**src/rtl/z16_pkg.sv**
```systemverilog
// Shared definitions for the Z16 execute stage: widths, opcodes, instruction
// layout and the sequencer state encoding.
package z16_pkg;
    localparam int DW   = 16;
    localparam int NREG = 16;
    localparam int AW   = $clog2(NREG);

    localparam logic [3:0] OP_ADD = 4'h0;
    localparam logic [3:0] OP_SUB = 4'h1;
    localparam logic [3:0] OP_MUL = 4'h2;
    localparam logic [3:0] OP_DIV = 4'h3;
    localparam logic [3:0] OP_OR  = 4'h4;
    localparam logic [3:0] OP_LDI = 4'hF;

    typedef struct packed {
        logic [3:0] op;
        logic [3:0] rd;
        logic [3:0] ra;
        logic [3:0] rb;
    } instr_t;

    typedef enum logic [1:0] {ST_IDLE, ST_READ, ST_EXEC, ST_WB} state_t;

    function automatic logic is_reserved(input logic [3:0] op);
        return !(op == OP_ADD || op == OP_SUB || op == OP_MUL ||
                 op == OP_DIV || op == OP_OR  || op == OP_LDI);
    endfunction
endpackage

```
**src/rtl/z16_alu_seq_if.sv**
```systemverilog
// Instruction handshake, ALU operand/result, writeback and debug signals of the
// sequencer; names are from the sequencer's point of view.
interface z16_alu_seq_if;
    import z16_pkg::*;

    logic          i_instr_valid;
    logic          o_instr_ready;
    logic [15:0]   i_instr;
    logic [DW-1:0] o_alu_a;
    logic [DW-1:0] o_alu_b;
    logic [3:0]    o_alu_ctrl;
    logic [DW-1:0] i_alu_result;
    logic          o_wb_valid;
    logic [3:0]    o_wb_addr;
    logic [DW-1:0] o_wb_data;
    logic          o_err;
    logic [3:0]    i_dbg_addr;
    logic [DW-1:0] o_dbg_data;

    modport master (
        output i_instr_valid, i_instr, i_alu_result, i_dbg_addr,
        input  o_instr_ready, o_alu_a, o_alu_b, o_alu_ctrl,
               o_wb_valid, o_wb_addr, o_wb_data, o_err, o_dbg_data
    );

    modport slave (
        input  i_instr_valid, i_instr, i_alu_result, i_dbg_addr,
        output o_instr_ready, o_alu_a, o_alu_b, o_alu_ctrl,
               o_wb_valid, o_wb_addr, o_wb_data, o_err, o_dbg_data
    );
endinterface

```
**src/rtl/z16_regfile.sv**
```systemverilog
// NREG x DW register file: two read ports latched on rd_en, one write port,
// one combinational debug read; R0 always reads 0 and ignores writes.
module z16_regfile
    import z16_pkg::*;
(
    input  logic          clk,
    input  logic          rst,
    input  logic          rd_en,
    input  logic [AW-1:0] ra,
    input  logic [AW-1:0] rb,
    output logic [DW-1:0] rd_a,
    output logic [DW-1:0] rd_b,
    input  logic          we,
    input  logic [AW-1:0] wa,
    input  logic [DW-1:0] wd,
    input  logic [AW-1:0] dbg_addr,
    output logic [DW-1:0] dbg_data
);
    logic [DW-1:0] mem [NREG];

    assign dbg_data = (dbg_addr == '0) ? '0 : mem[dbg_addr];

    always_ff @(posedge clk or posedge rst) begin
        if (rst) begin
            for (int i = 0; i < NREG; i++) mem[i] <= '0;
            rd_a <= '0;
            rd_b <= '0;
        end else begin
            if (we && wa != '0) mem[wa] <= wd;
            if (rd_en) begin
                rd_a <= (ra == '0) ? '0 : mem[ra];
                rd_b <= (rb == '0) ? '0 : mem[rb];
            end
        end
    end
endmodule

```
**src/rtl/z16_alu_seq.sv**
```systemverilog
// Instruction sequencer in front of Z16ALU: IDLE->READ->EXEC->WB, writeback pulse
// 3 cycles after accept; ready only in IDLE, so valid is ignored while busy.
module z16_alu_seq
    import z16_pkg::*;
(
    input  logic          i_clk,
    input  logic          i_rst,
    z16_alu_seq_if.slave  bus
);
    state_t state;
    instr_t ir;
    logic   rd_en;

    assign rd_en = (state == ST_READ);

    // The register write lands on the edge that ends WB, so a debug read
    // during WB still shows the old value.
    z16_regfile u_rf (
        .clk      (i_clk),
        .rst      (i_rst),
        .rd_en    (rd_en),
        .ra       (ir.ra),
        .rb       (ir.rb),
        .rd_a     (bus.o_alu_a),
        .rd_b     (bus.o_alu_b),
        .we       (bus.o_wb_valid),
        .wa       (bus.o_wb_addr),
        .wd       (bus.o_wb_data),
        .dbg_addr (bus.i_dbg_addr),
        .dbg_data (bus.o_dbg_data)
    );

    always_ff @(posedge i_clk or posedge i_rst) begin
        if (i_rst) begin
            state             <= ST_IDLE;
            ir                <= '0;
            bus.o_instr_ready <= 1'b1;
            bus.o_alu_ctrl    <= '0;
            bus.o_wb_valid    <= 1'b0;
            bus.o_wb_addr     <= '0;
            bus.o_wb_data     <= '0;
            bus.o_err         <= 1'b0;
        end else begin
            case (state)
                ST_IDLE: begin
                    if (bus.i_instr_valid && bus.o_instr_ready) begin
                        ir                <= bus.i_instr;
                        bus.o_instr_ready <= 1'b0;
                        state             <= ST_READ;
                    end
                end
                ST_READ: begin
                    bus.o_alu_ctrl <= ir.op;
                    state          <= ST_EXEC;
                end
                ST_EXEC: begin
                    state <= ST_WB;
                    if (is_reserved(ir.op)) begin
                        bus.o_err <= 1'b1;
                    end else begin
                        bus.o_wb_valid <= 1'b1;
                        bus.o_wb_addr  <= ir.rd;
                        if (ir.op == OP_LDI) begin
                            bus.o_wb_data <= DW'({ir.ra, ir.rb});
                        end else if (ir.op == OP_DIV && bus.o_alu_b == '0) begin
                            bus.o_wb_data <= '1;
                            bus.o_err     <= 1'b1;
                        end else begin
                            bus.o_wb_data <= bus.i_alu_result;
                        end
                    end
                end
                ST_WB: begin
                    bus.o_wb_valid    <= 1'b0;
                    bus.o_instr_ready <= 1'b1;
                    state             <= ST_IDLE;
                end
                default: state <= ST_IDLE;
            endcase
        end
    end
endmodule
```
**src/flat_wrapper.sv**
```systemverilog
// flat-port wrapper written by rule: the top's interface ports become plain ports
module z16_alu_seq_flat import z16_pkg::*;
  (i_clk, i_rst, bus_i_instr_valid, bus_i_instr, bus_i_alu_result, bus_i_dbg_addr, bus_o_instr_ready, bus_o_alu_a, bus_o_alu_b, bus_o_alu_ctrl, bus_o_wb_valid, bus_o_wb_addr, bus_o_wb_data, bus_o_err, bus_o_dbg_data);
  z16_alu_seq_if bus_i ();
  input  logic i_clk;
  input  logic i_rst;
  input wire logic [$bits(bus_i.i_instr_valid)-1:0] bus_i_instr_valid;
  input wire logic [$bits(bus_i.i_instr)-1:0] bus_i_instr;
  input wire logic [$bits(bus_i.i_alu_result)-1:0] bus_i_alu_result;
  input wire logic [$bits(bus_i.i_dbg_addr)-1:0] bus_i_dbg_addr;
  output wire logic [$bits(bus_i.o_instr_ready)-1:0] bus_o_instr_ready;
  output wire logic [$bits(bus_i.o_alu_a)-1:0] bus_o_alu_a;
  output wire logic [$bits(bus_i.o_alu_b)-1:0] bus_o_alu_b;
  output wire logic [$bits(bus_i.o_alu_ctrl)-1:0] bus_o_alu_ctrl;
  output wire logic [$bits(bus_i.o_wb_valid)-1:0] bus_o_wb_valid;
  output wire logic [$bits(bus_i.o_wb_addr)-1:0] bus_o_wb_addr;
  output wire logic [$bits(bus_i.o_wb_data)-1:0] bus_o_wb_data;
  output wire logic [$bits(bus_i.o_err)-1:0] bus_o_err;
  output wire logic [$bits(bus_i.o_dbg_data)-1:0] bus_o_dbg_data;
  assign bus_i.i_instr_valid = bus_i_instr_valid;
  assign bus_i.i_instr = bus_i_instr;
  assign bus_i.i_alu_result = bus_i_alu_result;
  assign bus_i.i_dbg_addr = bus_i_dbg_addr;
  assign bus_o_instr_ready = bus_i.o_instr_ready;
  assign bus_o_alu_a = bus_i.o_alu_a;
  assign bus_o_alu_b = bus_i.o_alu_b;
  assign bus_o_alu_ctrl = bus_i.o_alu_ctrl;
  assign bus_o_wb_valid = bus_i.o_wb_valid;
  assign bus_o_wb_addr = bus_i.o_wb_addr;
  assign bus_o_wb_data = bus_i.o_wb_data;
  assign bus_o_err = bus_i.o_err;
  assign bus_o_dbg_data = bus_i.o_dbg_data;
  z16_alu_seq u_core (.i_clk(i_clk), .i_rst(i_rst), .bus(bus_i));
endmodule
```
**config.mk**
```make
export PLATFORM = sky130hd
export DESIGN_NAME = z16_alu_seq_flat
export DESIGN_NICKNAME = d
export VERILOG_FILES = /design/src/rtl/z16_pkg.sv /design/src/rtl/z16_alu_seq_if.sv /design/src/rtl/z16_regfile.sv /design/src/rtl/z16_alu_seq.sv /design/src/flat_wrapper.sv
export SDC_FILE = /design/constraint.sdc
export NUM_CORES = 1
export LEC_CHECK = 0
export BUFFER_PORTS_ARGS = -buffer_cell sky130_fd_sc_hd__buf_4
export CAP_MARGIN = 20
export CORE_ASPECT_RATIO = 0.5
export CORE_MARGIN = 2
export CORE_UTILIZATION = 37
export CTS_BUF_LIST = sky130_fd_sc_hd__clkbuf_16
export CTS_CLUSTER_SIZE = 16
export DETAILED_ROUTE_END_ITERATION = 16
export RECOVER_POWER = 25
export SLEW_MARGIN = 20
export SYNTH_ARGS = -nofsm -noshare
export SYNTH_HDL_FRONTEND = slang
export SYNTH_SLANG_ARGS = --single-unit
```
**constraint.sdc**
```tcl
create_clock -name i_clk -period 18 [get_ports i_clk]
set_input_delay 0.9 -clock i_clk [delete_from_list [all_inputs] [get_ports i_clk]]
set_output_delay 0.9 -clock i_clk [all_outputs]
set_load 0.1 [all_outputs]
```
# Word level (Yosys, flattened, before mapping)
# Cells that the tools add are included.
# totals
register_bits,333
inputBits,39
out_inout_bits,75
elab_cells,99
# op_classes
n_lt_le_gt_ge,5
eq_ne,12
muxes,26
n_bitwise,4
reduce_logical,23
# op_table
cell,n
$bwmux W256,1
$bmux W16 S4,3
$mux W16,12
$demux W16 S4,1
$ge A5 B5 Y1 const B,4
$not A4 Y5,4
$logic_not A16 Y1,1
$logic_not A4 Y1,4
$eq A4 B2 Y1 const B,2
$pmux W2 S4,1
$reduce_and A2 Y1,4
$logic_or A1 B1 Y1,5
$lt A5 B1 Y1 const B,1
$mux W1,5
$eq A2 B2 Y1 const B,2
$eq A4 B1 Y1 const B,1
$eq A4 B3 Y1 const B,1
$eq A4 B4 Y1 const B,1
$logic_and A1 B1 Y1,4
$ne A2 B1 Y1 const B,2
$ne A2 B2 Y1 const B,2
$pmux W1 S2,2
$reduce_bool A2 Y1,2
$reduce_bool A4 Y1,1
4 further kinds,4

# Longest topological paths before layout
# Gate-level depths: netlist of run 1.
# logic_depth
ltp_word,8
ltp_mapped,8
depth_no_buf,6

# Hierarchy
# From an unflattened synthesis of run 1, not the netlist that was laid out.
# hier_totals
cells_unflattened,1387
hier_area_um2,19014.5
# modules_own_cells
mod,n_inst,cells_per_inst,area_per_inst_um2,seq_area_each_um2
z16_regfile,1,1232,17025.1,7206.9
z16_alu_seq,1,155,1989.4,1127.3

# Worst setup path before layout of run 1
# No wires, ideal clock.
# synth_timing
path_type,input-to-output
startpoint,input bus_i_dbg_addr[0]
endpoint,output bus_o_dbg_data[10]
t_arrival_ns,3.410
t_required_ns,17.100
slack_ns,13.690
stages,7
n_path_buf,3
cell_sequence,buf_6 buf_8 nor3_1 nor2_1 clkbuf_1 a211oi_1 a21oi_1
# synth_via
elab_chain_len,5
elab_cells_between_ends,6
cone_classes,mux: 4; bitwise: 1; reduce/logical: 1
# synth_lines
element,line_no,source
from (decl),flat_wrapper.sv:10,input wire logic [$bits(bus_i.i_dbg_addr)-1:0] bus_i_dbg_addr;
$not A4 Y5 (implied by the code),z16_regfile.sv:21,assign dbg_data = (dbg_addr == '0) ? '0 : mem[dbg_addr];
$bmux W16 S4,z16_regfile.sv:21,
$mux W16 (implied by the code) (2 in a row),z16_regfile.sv:21,
$mux W16 *,z16_regfile.sv:21,
to (decl),flat_wrapper.sv:19,output wire logic [$bits(bus_i.o_dbg_data)-1:0] bus_o_dbg_data;
# Mark *: on every way between the ends. The rest lies on a longest branch, timed or not. The select of a mux whose other input is x is not followed.

==> results of run 1 <==
## layout make-up
cell class              instances  area, µm²
clock buffers                  37        926
well taps                     690        863
multi-input cells             904       9870
repair buffers                142       1060
clock inverters                23        159
inverters                      23       87.6
flip-flops and latches        333       8350
fillers                      4667      29200
## final timing paths
| kind | start | end | slack (ps) |
|---|---|---|---|
| min in group asynchronous | i_rst | u_core.bus.o_wb_data[13]$_DFFE_PP0P_ | 1900 |
| max in group i_clk | bus_i_dbg_addr[0] | bus_o_dbg_data[11] | 13140 |
| hold reg to reg | u_core.u_rf.mem[255]$_DFFE_PP0P_ | u_core.u_rf.mem[255]$_DFFE_PP0P_ | 390 |
| hold / removal | u_core.u_rf.mem[255]$_DFFE_PP0P_ | u_core.u_rf.mem[255]$_DFFE_PP0P_ | 390 |
| setup reg to reg | u_core.state[1]$_DFFE_PP0P_ | u_core.u_rf.rd_a[2]$_DFFE_PP0N_ | 13860 |
| setup / recovery | i_rst | u_core.u_rf.mem[151]$_DFFE_PP0P_ | 12910 |
## stage by stage
| step | hold WS [ps] | area, µm² | power, mW | utilization [%] |
|---|---|---|---|---|
| finish | 389 | 21300 | 4.20 | 42.2 |
| global route | 410 | 21300 | 4.36 | 42.2 |
| CTS | 387 | 21300 | 4.18 | 42.2 |
| detailed placement | 372 | 20200 | 3.45 | 40.1 |
| global placement | 372 | 20200 | 3.39 | 40.1 |
| floorplan | 425 | 19000 | 2.86 | - |
## power groups by stage
| stage | Sequential, mW | Clock (mW) | Combinational, mW |
|---|---|---|---|
| 2_1_floorplan | 1.59 | 0 | 1.27 |
| 3_3_place_gp | 1.45 | 0 | 1.94 |
| 3_5_place_dp | 1.47 | 0 | 1.98 |
| 4_1_cts | 1.46 | 0.733 | 1.98 |
| 5_1_grt | 1.52 | 0.765 | 2.08 |
| 6_report | 1.48 | 0.722 | 2.00 |
## state kept, by name, summed over array words and instances, names as in the netlist, 2 cells and up
register and count:
u_core.u_rf.rd_a 16, u_core.ir 16, u_core.bus.o_wb_addr 4, u_core.bus.o_wb_data 16, u_core.u_rf.rd_b 16, u_core.bus.o_alu_ctrl 4
u_core.state 2, u_core.u_rf.mem 256
## metal layers
| metal | up-vias | GRT usage [%] | share of wire [%] |
|---|---|---|---|
| met2 | 745 | 38.4 | 46 |
| li1 | 5573 | - | - |
| met5 | - | 0 | 0 |
| met4 | 0 | 9.41 | 4.0 |
| met1 | 7239 | 32.3 | 42 |
| met3 | 172 | 4.44 | 8.1 |
## Yosys cell counts (2+ instances only)
cell type,number
ha_1,4
o21ai_0,3
and3_1,5
buf_1,2
nand2b_1,7
o2bb2ai_1,16
dfrtp_1,332
nor2b_1,51
nor2_1,30
a221o_1,4
nor3_1,3
clkbuf_1,70
a22o_1,4
a221oi_1,13
a22oi_1,16
mux2_2,325
buf_2,50
o211ai_1,8
inv_1,22
o221ai_1,17
nand2_1,14
a2111oi_0,16
a211oi_1,50
a21oi_1,22
a211o_1,15
mux2i_1,80
mux4_2,94
or3_1,5
nand3_1,3
mux4_1,20
buf_6,8
o22ai_1,30
buf_8,4
nand3b_1,2
a2111o_1,15
buf_4,13
nor4_1,18
## logic make-up (layout without fill, tap and decap cells)
group,Yosys count,count (layout),share of synthesized area [%]
compound gates,237,237,9.77
fa+ha+maj,4,4,0.263
buf+inv,170,225,4.50
flops,333,333,43.9
mux,519,519,37.4
simple gates,144,144,4.25
## critical path: stages
cell and delay [ps]:
clkbuf_4 110, clkinvlp_2 2760, buf_4 1070, buf_6 700
==> results.md, run 1 <==
- Inserted Clock Buffers: 36
- Net count after synthesis: 1450
- CTS resizes: 0
- Synth-to-layout area growth: 12.1%
- Share of flip-flops with an asynchronous set or reset: 100%
- Leakage power: 9.29 nW
- Period utilization: 28.3%
- Clock latency on the worst-skew pair: roughly 540 ps
- Placed cells: 2091
- Final GP Congestion: around 0.88
- Commonest non-fill, non-tap cell in the layout: dfrtp_1
- Final Hold Fails: 0
- Largest cells by area after synthesis: dfrtp_1 (44%), mux2_2 (19%), mux4_2 (11%), mux2i_1 (4.2%), mux4_1 (2.8%)
- Maximum vdd drop: ~0.13 mV
- Unique masters post-synth: between 50 and 60
- Worst EP required: around 19000 ps
- Post-detail-place hpwl: 39200 µm
- Sw Share: between 40% and 50%
- Sequential share of power: 35.2%
- Yosys reg bits: 333
- DR iter-0 viols: 1457
- Failing checks: max-capacitance violations, max-slew violations
- WL final: between 60000 and 70000 µm
- Yosys top cell area share: 43.7%
- CTS tree: done
- Core area: 50500 µm²
- Fin Clk Skew: 22.1 ps
- Vias in the first global route: 13900
- Hold depth: 0
- Hold Crit Class: reg2reg
- Critical Path AT: 5670 ps
- Gr usage total: approximately a quarter
- Post-DR vias/cell: between 6 and 7
- Seq/Total Area, Yosys: 43.9%
- Routed WL per cell: roughly 30 µm
- Pwr/cell area: 197 nW/µm²
- Routed via count: 13700
- Worst setup margin: roughly 13000 ps
- DRC: 0
- Total Nets Final: 1483
- Most frequent cells in the layout: dfrtp_1 (327), mux2_2 (325), buf_4 (135)
- Syn Area/Cell: 13.5 µm²
- Combinational share of power: 47.6%
- Clock share of power: approximately 17%
- Die footprint: ~53000 µm²
- I/O pin count: 114
- Setup WS pre-CTS: 13120 ps
- Antenna viol nets, final: 0
- Fin Setup TNS: 0 ps
- Drt pass-1 iters: 5
- Largest net degree at the start of global routing: between 100 and 150
- Final-report setup violation count: 0
- # clock sinks: 333
- Post-synth EDFFs: 0
- Outcome: finished, violations left
- Crit Path Class: in2async
- Psw: slightly below 2 mW
- Internal power: 2.25 mW
- Layout cell share with drive strength beyond 1: 43.4%
- Initial antenna violation count: 0
- CTS root buf: clkbuf_16
- H-tree Lvls: 2
- Hold buffer count at cts: 0
- CTS clk-pin slew, worst paths: roughly 70 ps
- Setup bufs post-CTS: 0
- RSZ-0062 raised after global routing: false
- Fmax: 0.196 GHz
- Final min period: approximately 5000 ps
- Crit-path max FO: 110
- Port bufs: around 110
- Initial Utilization: 37.6%
- # diodes: 0
- Die height: approximately 160 µm
- Syn Inst Count: 1407
- Maxcap violations: 5
- CP Capture Type: async pin
- Max-slew violations: between 150 and 200
- Yosys top cell by area: dfrtp_1
- Syn Std Cell Area: 19000 µm²
- Fin cells: 2152
- Num rows: 58
- Synth Warn #: 0
- DIE WIDTH: 325 µm
- Max clock buf depth: 3
- Primary FF master, synth: dfrtp_1
- Relative slew margins: -236%
- R2R cell count: 6
- GRT overflow: 0
- Worst-margin pin slew: 5010 ps
- CP Launch Type: input pin
- Global-route wire length before repair: 94400 µm
No activity file was read; power rests on OpenSTA's default activity.
==> inputs of run 2 (changes only) <==
Settings changed: ABC_AREA set to 1.
Clock period 18 ns to 5.21 ns, I/O delays scaled along.
==> results.md, run 2 <==
- Total Nets Final: 3248 (+120%)
- Clock latency on the worst-skew pair: 560 ps (+20 ps)
- Maxcap violations: 3 (-2)
- Post-synth EDFFs: 0 (unchanged)
- Hold Crit Class: in2reg
- Slowest cell delay on critical path: 1750 ps (-1010 ps)
- Top cells by count, synth: nand2_1 (1396), nand3_1 (485), inv_1 (354)
- Relative slew margins: -99.9% (+140 points)
- RSZ-0062 raised after global routing: false
- DIE WIDTH: 338 µm (+4.3%)
- Syn Std Cell Area: 20700 µm² (+8.8%)
- Initial Utilization: 37.3% (-0.30 points)
- H-tree Lvls: 2 (unchanged)
- Primary FF master, synth: dfrtp_1
- Count leader, synth: nand2_1
- DRC: 0 (unchanged)
- Final GP Congestion: 0.923 (+4.5%)
- Global-route wire length before repair: 123000 µm (+30%)
- GRT overflow: 0 (unchanged)
- Largest cells by area after synthesis: dfrtp_1 (40%), nand2_1 (25%), nand3_1 (12%), o21ai_0 (6.9%), inv_1 (6.4%)
- Commonest non-fill, non-tap cell in the layout: nand2_1
- Port bufs: 113 (unchanged)
- Vias in the first global route: 19600 (+41%)
- Max clock buf depth: 3 (unchanged)
- Post-detail-place hpwl: 49900 µm (+27%)
- Die height: 171 µm (+4.2%)
- Yosys top cell by area: dfrtp_1
- Share of flip-flops with an asynchronous set or reset: 100% (unchanged)
- Leakage power: 12.3 nW (+33%)
- Seq/Total Area, Yosys: 40.3% (-3.6 points)
- Setup bufs post-CTS: 0 (unchanged)
- I/O pin count: 114 (unchanged)
- Maximum vdd drop: 0.369 mV (+190%)
- CP Capture Type: async pin
- Most flops, register: u_core.u_rf.mem
- Drt pass-1 iters: 6 (+1)
- Final-report setup violation count: 0 (unchanged)
- Most frequent cells in the layout: nand2_1 (1391), nand3_1 (484), inv_1 (363)
- CTS clk-pin slew, worst paths: 60 ps (about the same)
- CTS tree: done
- Crit-path max FO: 71 (-35%)
- Outcome: finished, violations left
- Antenna viol nets, final: 0 (unchanged)
- Routed WL per cell: 20.5 µm (-32%)
- Worst Hold Slack: 19.0 ps (-370 ps)
- CTS root buf: clkbuf_16
- Yosys top cell area share: 40.2% (-3.5 points)
- Yosys reg bits: 333 (unchanged)
- Worst-margin pin slew: 3000 ps (-2010 ps)
- WL final: 81600 µm (+27%)
- Core area: 55400 µm² (+9.7%)
- Syn Area/Cell: 6.40 µm² (-53%)
- Max FFs per register: 256 (unchanged)
- CP Launch Type: input pin
- Unique masters post-synth: 28 (-47%)
- DR iter-0 viols: 2725 (+87%)
- Die footprint: 57900 µm² (+8.7%)
- Gr usage total: 27.7% (+3.8 points)
- Syn Inst Count: 3234 (+130%)
- Fin Setup TNS: 0 ps (unchanged)
- Slowest cell on crit path: clkbuf_1
- Net count after synthesis: 3277 (+130%)
- Inserted Clock Buffers: 37 (+2.8%)
- Layout cell share with drive strength beyond 1: 7.06% (-36 points)
- Reg2reg start: u_core.ir[0]$_DFFE_PP0P_
- Pwr/cell area: 682 nW/µm² (+250%)
- Fmax: approximately 0.30 GHz
- Post-DR vias/cell: 5.39 (-16%)
- Routed via count: 21500 (+57%)
- Num rows: 61 (+5.2%)
- Final min period: 3370 ps
- CP startpoint: i_rst
- Synth-to-layout area growth: 11.3%
- Synth Warn #: 0 (unchanged)
- Largest net degree at the start of global routing: 169 (+52%)
- Final Hold Fails: 0 (unchanged)
- Fin Clk Skew: 25.0 ps (+2.83 ps)
- Period utilization: about two thirds
- Cell breakdown of the critical path: dlygate4sd3_1, clkbuf_4, clkinvlp_2, clkbuf_1, buf_4
- Total power: 15.7 mW (+270%)
- Worst EP required: 5690 ps (-12890 ps)
- Crit Path Class: in2async
- CTS resizes: 0 (unchanged)
- Max-slew violations: 266 (+43%)
- Initial antenna violation count: 1 (+1)
- Failing checks: max-capacitance violations, max-slew violations
- # clock sinks: 333 (unchanged)
- Hold path start: bus_i_alu_result[14]
- Critical Path AT: 3850 ps (-1820 ps)
-- run 2: changes by cell type in the layout (fill, tap and decap cells not counted), moves of 80 or more --
cell / before / now
mux2_2: 325 / 0
o21ai_0: 3 / 285
mux2i_1: 80 / 0
inv_1: 25 / 363
nand3_1: 3 / 484
mux4_2: 94 / 0
nand2_1: 14 / 1391
-- run 2: layout make-up --
cell class                      instances  area [µm²]
Inverter                              362        1370
Clock buffer                           37         926
Clock inverter                         27         160
Timing Repair Buffer                  169        1320
Tap cell                              756         946
Antenna cell                            1        2.50
Multi-Input combinational cell       2302        9960
Sequential cell                       333        8340
Fill cell                            5884       32400
-- run 2: routing by layer --
layer	vias to the layer above	track usage, %	routed length (µm)
met5	-	0	0
met4	0	12.3	3660
met3	212	5.64	8330
met2	1161	42.2	35000
met1	10100	38.2	34600
li1	10000	-	-
-- run 2: path summary, 6_finish.rpt --
kind | end | slack, ps | depth (start not counted)
setup / recovery | u_core.ir[1]$_DFFE_PP0P_ | 1840 | 5
hold / removal | u_core.bus.o_wb_data[14]$_DFFE_PP0P_ | 20 | 5
setup reg to reg | u_core.u_rf.rd_b[12]$_DFFE_PP0N_ | 2120 | 5
hold reg to reg | u_core.u_rf.mem[253]$_DFFE_PP0P_ | 370 | 0
max in group i_clk | bus_o_dbg_data[0] | 2040 | 11
min in group asynchronous | u_core.u_rf.mem[169]$_DFFE_PP0P_ | 1110 | 4
-- run 2: cells by family (layout without fill, tap and decap cells) --
| kind of cell | Yosys count | after routing | synth area share [%] |
|---|---|---|---|
| AO/OA/AOI/OAI | 375 | 375 | 9.56 |
| adder cells (fa/ha/maj) | 4 | 4 | 0.242 |
| buffers and inverters | 599 | 595 | 11.7 |
| flip-flops | 333 | 333 | 40.3 |
| other | 0 | 1 | 0 |
| AND/OR/NAND/NOR | 1923 | 1923 | 38.2 |
-- run 2: repair_timing --
| action | in CTS | in global routing |
|---|---|---|
| endpoints found under the hold margin | 55 | 0 |
| endpoints found under the setup margin | 0 | 0 |
| hold buffers | 18 | 0 |
-- run 2: worst max-delay path, delay by kind of cell --
family                 cells  cell delay, ps
buffers and inverters      5            3490
-- run 2: stage by stage --
stage | cell area [µm²] | utilization (%) | std cells | setup slack, ps
floorplan | 20700 | - | 3234 | 502
global placement | 21800 | 39.3 | 3904 | 2080
detailed placement | 21800 | 39.3 | 3904 | 2090
CTS | 23000 | 41.6 | 3986 | 2080
global route | 23000 | 41.5 | 3986 | 1300
finish | 23000 | 41.5 | 3987 | 1840
-- run 2: where the power goes --
part	switching, mW	internal (mW)
Sequential	0.852	3.46
Clock	1.13	1.38
Combinational	6.67	2.20
Total	8.66	7.04
